File: config.mk
export PLATFORM = sky130hd
export DESIGN_NAME = instr_encode
export DESIGN_NICKNAME = d
export VERILOG_FILES = /design/src/rtl/rv_isa_pkg.sv /design/src/rtl/instr_pack.sv /design/src/rtl/instr_encode.sv
export SDC_FILE = /design/constraint.sdc
export NUM_CORES = 1
export LEC_CHECK = 0
export ABC_CLOCK_PERIOD_IN_PS = 2450
export BUFFER_PORTS_ARGS = -buffer_cell sky130_fd_sc_hd__buf_2
export CORE_AREA = 2 2 115 117
export CTS_CLUSTER_SIZE = 10
export DETAILED_ROUTE_END_ITERATION = 7
export DIE_AREA = 0 0 117 119
export PLACE_DENSITY_LB_ADDON = 0.08
export SLEW_MARGIN = 20
export SYNTH_ARGS = -nofsm -noshare
export SYNTH_HDL_FRONTEND = slang
export SYNTH_SLANG_ARGS = --single-unit
File: constraint.sdc
create_clock -name clk -period 2.45 [get_ports clk]
set_input_delay 0.245 -clock clk [delete_from_list [all_inputs] [get_ports clk]]
set_output_delay 0.245 -clock clk [all_outputs]
set_load 0.01 [all_outputs]
File: src/rtl/rv_isa_pkg.sv
// rv_isa_pkg
//   Shared RV32IM encoding constants for the instruction encoder.
//   - Major opcodes, funct3/funct7 values and the canonical NOP.
//   - err_code_e: 3-bit error code attached to every encoded word.
//   - fifo_entry_t: one buffered output word plus its error code.
package rv_isa_pkg;

  localparam logic [6:0] OPC_LUI    = 7'b0110111;
  localparam logic [6:0] OPC_AUIPC  = 7'b0010111;
  localparam logic [6:0] OPC_JAL    = 7'b1101111;
  localparam logic [6:0] OPC_JALR   = 7'b1100111;
  localparam logic [6:0] OPC_BRANCH = 7'b1100011;
  localparam logic [6:0] OPC_LOAD   = 7'b0000011;
  localparam logic [6:0] OPC_STORE  = 7'b0100011;
  localparam logic [6:0] OPC_OP_IMM = 7'b0010011;
  localparam logic [6:0] OPC_OP     = 7'b0110011;

  localparam logic [2:0] F3_ADD = 3'b000;
  localparam logic [2:0] F3_SLL = 3'b001;
  localparam logic [2:0] F3_SW  = 3'b010;
  localparam logic [2:0] F3_SLTU = 3'b011;
  localparam logic [2:0] F3_SR  = 3'b101;

  localparam logic [6:0] F7_BASE   = 7'b0000000;
  localparam logic [6:0] F7_ALT    = 7'b0100000;
  localparam logic [6:0] F7_MULDIV = 7'b0000001;

  // addi x0,x0,0
  localparam logic [31:0] INSTR_NOP = 32'h0000_0013;

  typedef enum logic [2:0] {
    ERR_NONE   = 3'd0,
    ERR_OPCODE = 3'd1,
    ERR_FUNCT  = 3'd2,
    ERR_ALIGN  = 3'd3,
    ERR_RANGE  = 3'd4
  } err_code_e;

  typedef struct packed {
    logic [31:0] instr;
    err_code_e   code;
  } fifo_entry_t;

  // Loads: lb, lh, lw, lbu, lhu
  function automatic logic load_f3_ok(input logic [2:0] f3);
    return (f3 == 3'b000) || (f3 == 3'b001) || (f3 == 3'b010) ||
           (f3 == 3'b100) || (f3 == 3'b101);
  endfunction

endpackage

File: src/rtl/instr_pack.sv
// instr_pack
//   Purely combinational RV32IM field packer with legality checks.
//   Inputs : opcode_i, rd_i, rs1_i, rs2_i, funct3_i, funct7_i, shamt_i,
//            imm_i (21-bit two's complement byte immediate; U-type uses
//            imm_i[19:0] as instr[31:12]).
//   Outputs: instr_o (packed word, or NOP on any error),
//            err_code_o (highest-priority error, ERR_NONE if legal).
module instr_pack
  import rv_isa_pkg::*;
(
  input  logic [6:0]  opcode_i,
  input  logic [4:0]  rd_i,
  input  logic [4:0]  rs1_i,
  input  logic [4:0]  rs2_i,
  input  logic [2:0]  funct3_i,
  input  logic [6:0]  funct7_i,
  input  logic [4:0]  shamt_i,
  input  logic [20:0] imm_i,
  output logic [31:0] instr_o,
  output err_code_e   err_code_o
);

  // Sign-extension checks: the bits above the field's sign bit must all
  // be copies of it.
  logic i_fits;
  logic b_fits;
  assign i_fits = (imm_i[20:11] == '0) || (imm_i[20:11] == '1);
  assign b_fits = (imm_i[20:12] == '0) || (imm_i[20:12] == '1);

  logic [31:0] word;
  logic        bad_op;
  logic        bad_funct;
  logic        misaligned;
  logic        out_of_range;

  always_comb begin
    word         = '0;
    bad_op       = 1'b0;
    bad_funct    = 1'b0;
    misaligned   = 1'b0;
    out_of_range = 1'b0;

    unique case (opcode_i)
      OPC_LUI, OPC_AUIPC: begin
        word = {imm_i[19:0], rd_i, opcode_i};
      end
      OPC_JAL: begin
        word       = {imm_i[20], imm_i[10:1], imm_i[11], imm_i[19:12], rd_i, opcode_i};
        misaligned = imm_i[0];
      end
      OPC_JALR: begin
        word         = {imm_i[11:0], rs1_i, funct3_i, rd_i, opcode_i};
        bad_funct    = (funct3_i != F3_ADD);
        out_of_range = !i_fits;
      end
      OPC_LOAD: begin
        word         = {imm_i[11:0], rs1_i, funct3_i, rd_i, opcode_i};
        bad_funct    = !load_f3_ok(funct3_i);
        out_of_range = !i_fits;
      end
      OPC_OP_IMM: begin
        // Shift-immediates take shamt/funct7 instead of the immediate, so
        // no immediate range check applies to them.
        if (funct3_i == F3_SLL) begin
          word      = {funct7_i, shamt_i, rs1_i, funct3_i, rd_i, opcode_i};
          bad_funct = (funct7_i != F7_BASE);
        end else if (funct3_i == F3_SR) begin
          word      = {funct7_i, shamt_i, rs1_i, funct3_i, rd_i, opcode_i};
          bad_funct = (funct7_i != F7_BASE) && (funct7_i != F7_ALT);
        end else begin
          word         = {imm_i[11:0], rs1_i, funct3_i, rd_i, opcode_i};
          out_of_range = !i_fits;
        end
      end
      OPC_BRANCH: begin
        word         = {imm_i[12], imm_i[10:5], rs2_i, rs1_i, funct3_i,
                        imm_i[4:1], imm_i[11], opcode_i};
        bad_funct    = (funct3_i == F3_SW) || (funct3_i == F3_SLTU);
        misaligned   = imm_i[0];
        out_of_range = !b_fits;
      end
      OPC_STORE: begin
        word         = {imm_i[11:5], rs2_i, rs1_i, funct3_i, imm_i[4:0], opcode_i};
        bad_funct    = (funct3_i > F3_SW);
        out_of_range = !i_fits;
      end
      OPC_OP: begin
        word = {funct7_i, rs2_i, rs1_i, funct3_i, rd_i, opcode_i};
        if (funct7_i == F7_ALT) begin
          bad_funct = (funct3_i != F3_ADD) && (funct3_i != F3_SR);
        end else begin
          bad_funct = (funct7_i != F7_BASE) && (funct7_i != F7_MULDIV);
        end
      end
      default: begin
        bad_op = 1'b1;
      end
    endcase
  end

  always_comb begin
    if (bad_op) begin
      err_code_o = ERR_OPCODE;
    end else if (bad_funct) begin
      err_code_o = ERR_FUNCT;
    end else if (misaligned) begin
      err_code_o = ERR_ALIGN;
    end else if (out_of_range) begin
      err_code_o = ERR_RANGE;
    end else begin
      err_code_o = ERR_NONE;
    end
    instr_o = (err_code_o == ERR_NONE) ? word : INSTR_NOP;
  end

endmodule

File: src/rtl/instr_encode.sv
// instr_encode
//   RV32IM instruction encoder with a DEPTH-entry output FIFO.
//   Request side : in_valid/in_ready handshake carrying decoded fields.
//   Output side  : out_valid/out_ready handshake; out_instr, out_err and
//                  out_err_code show the FIFO head (0 while empty).
//   err_count    : saturating count of accepted illegal requests.
//   Reset        : rst_n, synchronous, active-low.
module instr_encode
  import rv_isa_pkg::*;
#(
  parameter int unsigned DEPTH = 2,
  parameter int unsigned ERRW  = 16
) (
  input  logic            clk,
  input  logic            rst_n,
  input  logic            in_valid,
  output logic            in_ready,
  input  logic [6:0]      in_opcode,
  input  logic [4:0]      in_rd,
  input  logic [4:0]      in_rs1,
  input  logic [4:0]      in_rs2,
  input  logic [2:0]      in_funct3,
  input  logic [6:0]      in_funct7,
  input  logic [4:0]      in_shamt,
  input  logic [20:0]     in_imm,
  output logic            out_valid,
  input  logic            out_ready,
  output logic [31:0]     out_instr,
  output logic            out_err,
  output logic [2:0]      out_err_code,
  output logic [ERRW-1:0] err_count
);

  localparam int unsigned PW = (DEPTH > 1) ? $clog2(DEPTH) : 1;
  localparam int unsigned CW = $clog2(DEPTH + 1);
  localparam logic [CW-1:0] FULL = CW'(DEPTH);

  logic [31:0] enc_instr;
  err_code_e   enc_code;

  instr_pack u_pack (
    .opcode_i   (in_opcode),
    .rd_i       (in_rd),
    .rs1_i      (in_rs1),
    .rs2_i      (in_rs2),
    .funct3_i   (in_funct3),
    .funct7_i   (in_funct7),
    .shamt_i    (in_shamt),
    .imm_i      (in_imm),
    .instr_o    (enc_instr),
    .err_code_o (enc_code)
  );

  fifo_entry_t     mem_q [DEPTH];
  logic [PW-1:0]   wptr_q;
  logic [PW-1:0]   rptr_q;
  logic [CW-1:0]   count_q;
  logic [CW-1:0]   count_d;
  logic [ERRW-1:0] err_count_q;
  logic [ERRW-1:0] err_count_d;

  logic push;
  logic pop;
  logic push_err;

  assign in_ready  = (count_q != FULL);
  assign out_valid = (count_q != '0);
  assign push      = in_valid && in_ready;
  assign pop       = out_valid && out_ready;
  assign push_err  = push && (enc_code != ERR_NONE);

  always_comb begin
    count_d = count_q;
    unique case ({push, pop})
      2'b10:   count_d = count_q + 1'b1;
      2'b01:   count_d = count_q - 1'b1;
      default: count_d = count_q;
    endcase
  end

  always_comb begin
    err_count_d = err_count_q;
    if (push_err && (err_count_q != '1)) begin
      err_count_d = err_count_q + 1'b1;
    end
  end

  // Storage carries no reset; emptiness is tracked solely by count_q.
  always_ff @(posedge clk) begin
    if (push) begin
      mem_q[wptr_q] <= '{instr: enc_instr, code: enc_code};
    end
  end

  always_ff @(posedge clk) begin
    if (!rst_n) begin
      wptr_q      <= '0;
      rptr_q      <= '0;
      count_q     <= '0;
      err_count_q <= '0;
    end else begin
      if (push) begin
        wptr_q <= wptr_q + 1'b1;
      end
      if (pop) begin
        rptr_q <= rptr_q + 1'b1;
      end
      count_q     <= count_d;
      err_count_q <= err_count_d;
    end
  end

  always_comb begin
    out_instr    = '0;
    out_err      = 1'b0;
    out_err_code = '0;
    if (out_valid) begin
      out_instr    = mem_q[rptr_q].instr;
      out_err_code = mem_q[rptr_q].code;
      out_err      = (mem_q[rptr_q].code != ERR_NONE);
    end
  end

  assign err_count = err_count_q;

endmodule

==> flow_results.org <==
** Run status
- Run status :: complete, no violations

** Yosys
- Each instance of the synthesized netlist takes up on average 10.9 um^2.
- Yosys printed 0 warnings.
- The most used flip-flop cell after synthesis is sky130_fd_sc_hd__edfxtp_1.
- Synthesis handed over a netlist of 435 instances.
- Counting flops with an async set or reset pin after synthesis yields a share of 0.
- Syn Std Cell Area :: 0.00473 mm^2
- Distinct cells, synth :: 62
- The largest total area in the synthesized netlist belongs to sky130_fd_sc_hd__edfxtp_1.
- Of the post-synthesis cell area, the dominant cell type holds 0.444.
- By area the synthesized netlist is led by sky130_fd_sc_hd__edfxtp_1 (44%), sky130_fd_sc_hd__mux2i_1 (9.1%), sky130_fd_sc_hd__dfxtp_1 (8.9%).
- Sequential fraction of the synthesis area :: 0.533
- The synthesized design contains 70 enable-type register cells.
- In this run, synthesis produced a sequential element count of 91.

** Power and ir drop
- Internal power :: 3340 uW
- Ratio of total power to cell area :: 854 mW/mm^2
- Switch Pwr :: 1650 uW
- Clock share of power :: 0.273
- Switching portion of total power :: 0.331
- Of the total power, registers draw 0.403.
- The share of total power dissipated in combinational logic is 0.324.
- IR analysis of the VDD net gives a maximum drop of 0.318 mV.
- Power after layout :: 4990 uW
- Summed over all cells, the static leakage comes to 0.00219 uW.

** STA
- Worst clock skew on the final layout :: 4.23 ps
- Transition time at the pin with the least slew margin :: 525 ps
- Final worst path period need :: 2170 ps
- The final-report max-slew violation count came to 0.
- Hold slack :: 317 ps
- Measured against its own limit, the worst slew margin works out to 0.650.
- The hold violation total from the final report is 0.
- Final Cycle Share :: 0.884
- Accumulated negative setup slack :: 0 ps
- Based on the critical path, the design can be clocked at up to 462 MHz.
- Setup violations remaining at the end of the flow were counted as 0.
- Unrepaired setup endpoints after global routing :: false

** GRT
- The total overflow left after global routing is 0.
- Antenna violations before repair :: 0
- Entering global routing, the biggest net connects 37 pins.
- Across every metal layer, demand over resource in global routing totals 0.197.
- The number of global-route vias before repair was 3954.
- The first global-routing pass estimated 20.8 mm of wire.

** Setup path
- Measured in cells, the most critical reg-to-reg path has a length of 7.
- Startpoint class of the critical path :: register
- Of all nets on the critical path, the largest fanout is 7.
- The critical path in this run is classified as reg2reg.
- Internal reg-to-reg setup slack :: 280 ps
- STA puts the critical path data required time at 2680 ps.
- Setup crit end kind :: register
- Critical path arrival :: 2390 ps
- The worst register-to-register path begins at err_count[6].
- Reg-to-reg critical path endpoint :: err_count[10]

** Place
- The HPWL after detailed placement is 9.72 mm.
- IO Port Bufs :: 115
- Routability congestion estimate from global placement :: 0.873

** Floorplan
- The floorplan step set the die height to 119 um.
- Rows :: 42
- Starting density of the core :: 0.368
- Top-level I/O count :: 116
- After floorplanning, the core was sized to cover 0.0129 mm^2.
- The floorplan step defined a die boundary enclosing 0.0139 mm^2.
- The floorplan step set the die width to 117 um.

** Hold path
- Min-Delay Path Class :: in2reg
- Counting instances, the worst hold path has a depth of 2.
- Endpoint with the worst hold slack :: err_count[3]
- Start point of the worst hold path :: rst_n

** CTS
- The clock passes through at most 2 buffers.
- Insertion delay to the later sink of the worst-skew pair :: 340 ps
- Clock buffer count from CTS :: 9
- TritonCTS built the clock tree.
- The clock net in this run drives a total of 91 sinks.
- After clock tree synthesis, the flow added hold-fix buffers numbering 0.
- CTS H-Tree Depth :: 3
- Clock root buffer :: sky130_fd_sc_hd__clkbuf_16
- Post-CTS repair changed the size of 0 cells.
- Buffers inserted during post-CTS setup optimization :: 0
- Worst-path clk slew :: 60 ps

** Route
- The first detailed-routing pass took 5 iterations.
- Vias post-DR :: 3911
- In the routed design, unresolved DRC markers number 0.
- Initial DRC count :: 319
- Once detail routing completed, the nets flagged for antenna violations numbered 0.
- Final wirelength :: 13.2 mm
- Detailed-route vias per instance :: 5.32
- In the final routed layout, each cell accounts on average for 18.0 um.

** Finish
- In the layout the commonest cells are sky130_fd_sc_hd__buf_2 (115), sky130_fd_sc_hd__edfxtp_1 (70), sky130_fd_sc_hd__nor2_1 (64).
- Relative to the synthesized area, the layout overhead comes to 23.5%.
- Leading cell type in the layout, fill and taps excluded :: sky130_fd_sc_hd__buf_2
- After the last flow step, the layout net total stands at 618.
- In the final layout, the share of cells above drive strength 1 is 0.288.
- The number of antenna diodes in the final layout is 0.

** Run
- Max Cap Viol :: 0
-- worst max path at each step --
stage	startpoint	end	depth (start not counted)
5_1_grt	err_count[6]	err_count[8]	7
2_1_floorplan	count_q[0]	mem_q[0][0]	4
3_5_place_dp	in_opcode[2]	err_count[8]	9
4_1_cts	err_count[6]	err_count[13]	7
6_report	err_count[6]	err_count[10]	7
3_3_place_gp	in_opcode[5]	err_count[8]	9
-- critical path: stages (launching register included) --
cell and delay (ps):
sky130_fd_sc_hd__dfxtp_1 410, sky130_fd_sc_hd__and3_2 250, sky130_fd_sc_hd__nand4_1 160, sky130_fd_sc_hd__or2_2 360, sky130_fd_sc_hd__nor3_2 430, sky130_fd_sc_hd__or3_1 260
sky130_fd_sc_hd__or4_1 130, sky130_fd_sc_hd__a21oi_1 60
-- power by group through the flow --
stage | combinational (uW) | sequential, uW | clock [uW]
5_1_grt | 1780 | 2040 | 1460
3_3_place_gp | 1640 | 2030 | 0
2_1_floorplan | 998 | 2020 | 0
6_report | 1620 | 2010 | 1360
3_5_place_dp | 1660 | 2050 | 0
4_1_cts | 1660 | 2020 | 1390
-- cell type report --
type	instances	area (um^2)
Clock buffer	11	233
Fill cell	1284	7030
Clock inverter	5	53.8
Inverter	5	18.8
Timing Repair Buffer	130	713
Multi-Input combinational cell	317	2080
Sequential cell	91	2520
Tap cell	176	220
-- synthesized netlist by cell type, types with 3 or more instances --
cell type and n:
sky130_fd_sc_hd__edfxtp_1 70, sky130_fd_sc_hd__nor2_1 66, sky130_fd_sc_hd__mux2i_1 43, sky130_fd_sc_hd__nand2_1 29, sky130_fd_sc_hd__a21oi_1 23, sky130_fd_sc_hd__dfxtp_1 21
sky130_fd_sc_hd__a22oi_1 16, sky130_fd_sc_hd__clkbuf_1 13, sky130_fd_sc_hd__a222oi_1 11, sky130_fd_sc_hd__nand3_1 11, sky130_fd_sc_hd__nor3_1 11, sky130_fd_sc_hd__nand2b_1 10
sky130_fd_sc_hd__nand4_1 9, sky130_fd_sc_hd__or3_1 7, sky130_fd_sc_hd__and2_1 6, sky130_fd_sc_hd__a31oi_1 5, sky130_fd_sc_hd__buf_2 5, sky130_fd_sc_hd__and3_1 4
sky130_fd_sc_hd__buf_6 4, sky130_fd_sc_hd__inv_1 4, sky130_fd_sc_hd__nor4_1 4, sky130_fd_sc_hd__a211o_1 3, sky130_fd_sc_hd__nor3_2 3, sky130_fd_sc_hd__nor3b_1 3
sky130_fd_sc_hd__o21ai_0 3, sky130_fd_sc_hd__xnor2_1 3, sky130_fd_sc_hd__xor2_1 3
-- registers in the layout (all words and copies together), names as in the netlist, named ones only --
signal     cells
err_count     16
wptr_q         1
count_q        2
rptr_q         1
mem_q         70
-- per-layer routing --
| metal | vias to the layer above | global-route usage | routed length, um | part of all wire |
|---|---|---|---|---|
| li1 | 1877 | - | - | - |
| met2 | 115 | 0.312 | 6370 | 0.48 |
| met3 | 16 | 0.0422 | 648 | 0.049 |
| met1 | 1903 | 0.263 | 5990 | 0.45 |
| met5 | - | 0 | 0 | 0 |
| met4 | 0 | 0.0728 | 231 | 0.017 |
-- kinds of logic (layout without fill, tap and decap cells) --
group | Yosys count | count (layout) | synth area share
flip-flops | 91 | 91 | 0.533
adder cells (fa/ha/maj) | 2 | 2 | 0.00529
XOR/XNOR | 6 | 6 | 0.0111
multiplexers | 43 | 43 | 0.0910
AO/OA/AOI/OAI | 80 | 80 | 0.125
AND/OR/NAND/NOR | 182 | 182 | 0.201
buffers and inverters | 30 | 151 | 0.0323
other | 1 | 4 | 0.000792
-- stage by stage --
stage,cells,worst slack [ps],util,cell area [um^2]
after floorplan,438,334,-,4750
after global placement,719,156,0.432,5560
after detailed placement,719,108,0.432,5560
after CTS,735,307,0.454,5850
after global routing,735,64.6,0.454,5850
final,735,284,0.454,5850
No activity file was read; power rests on OpenSTA's default activity.
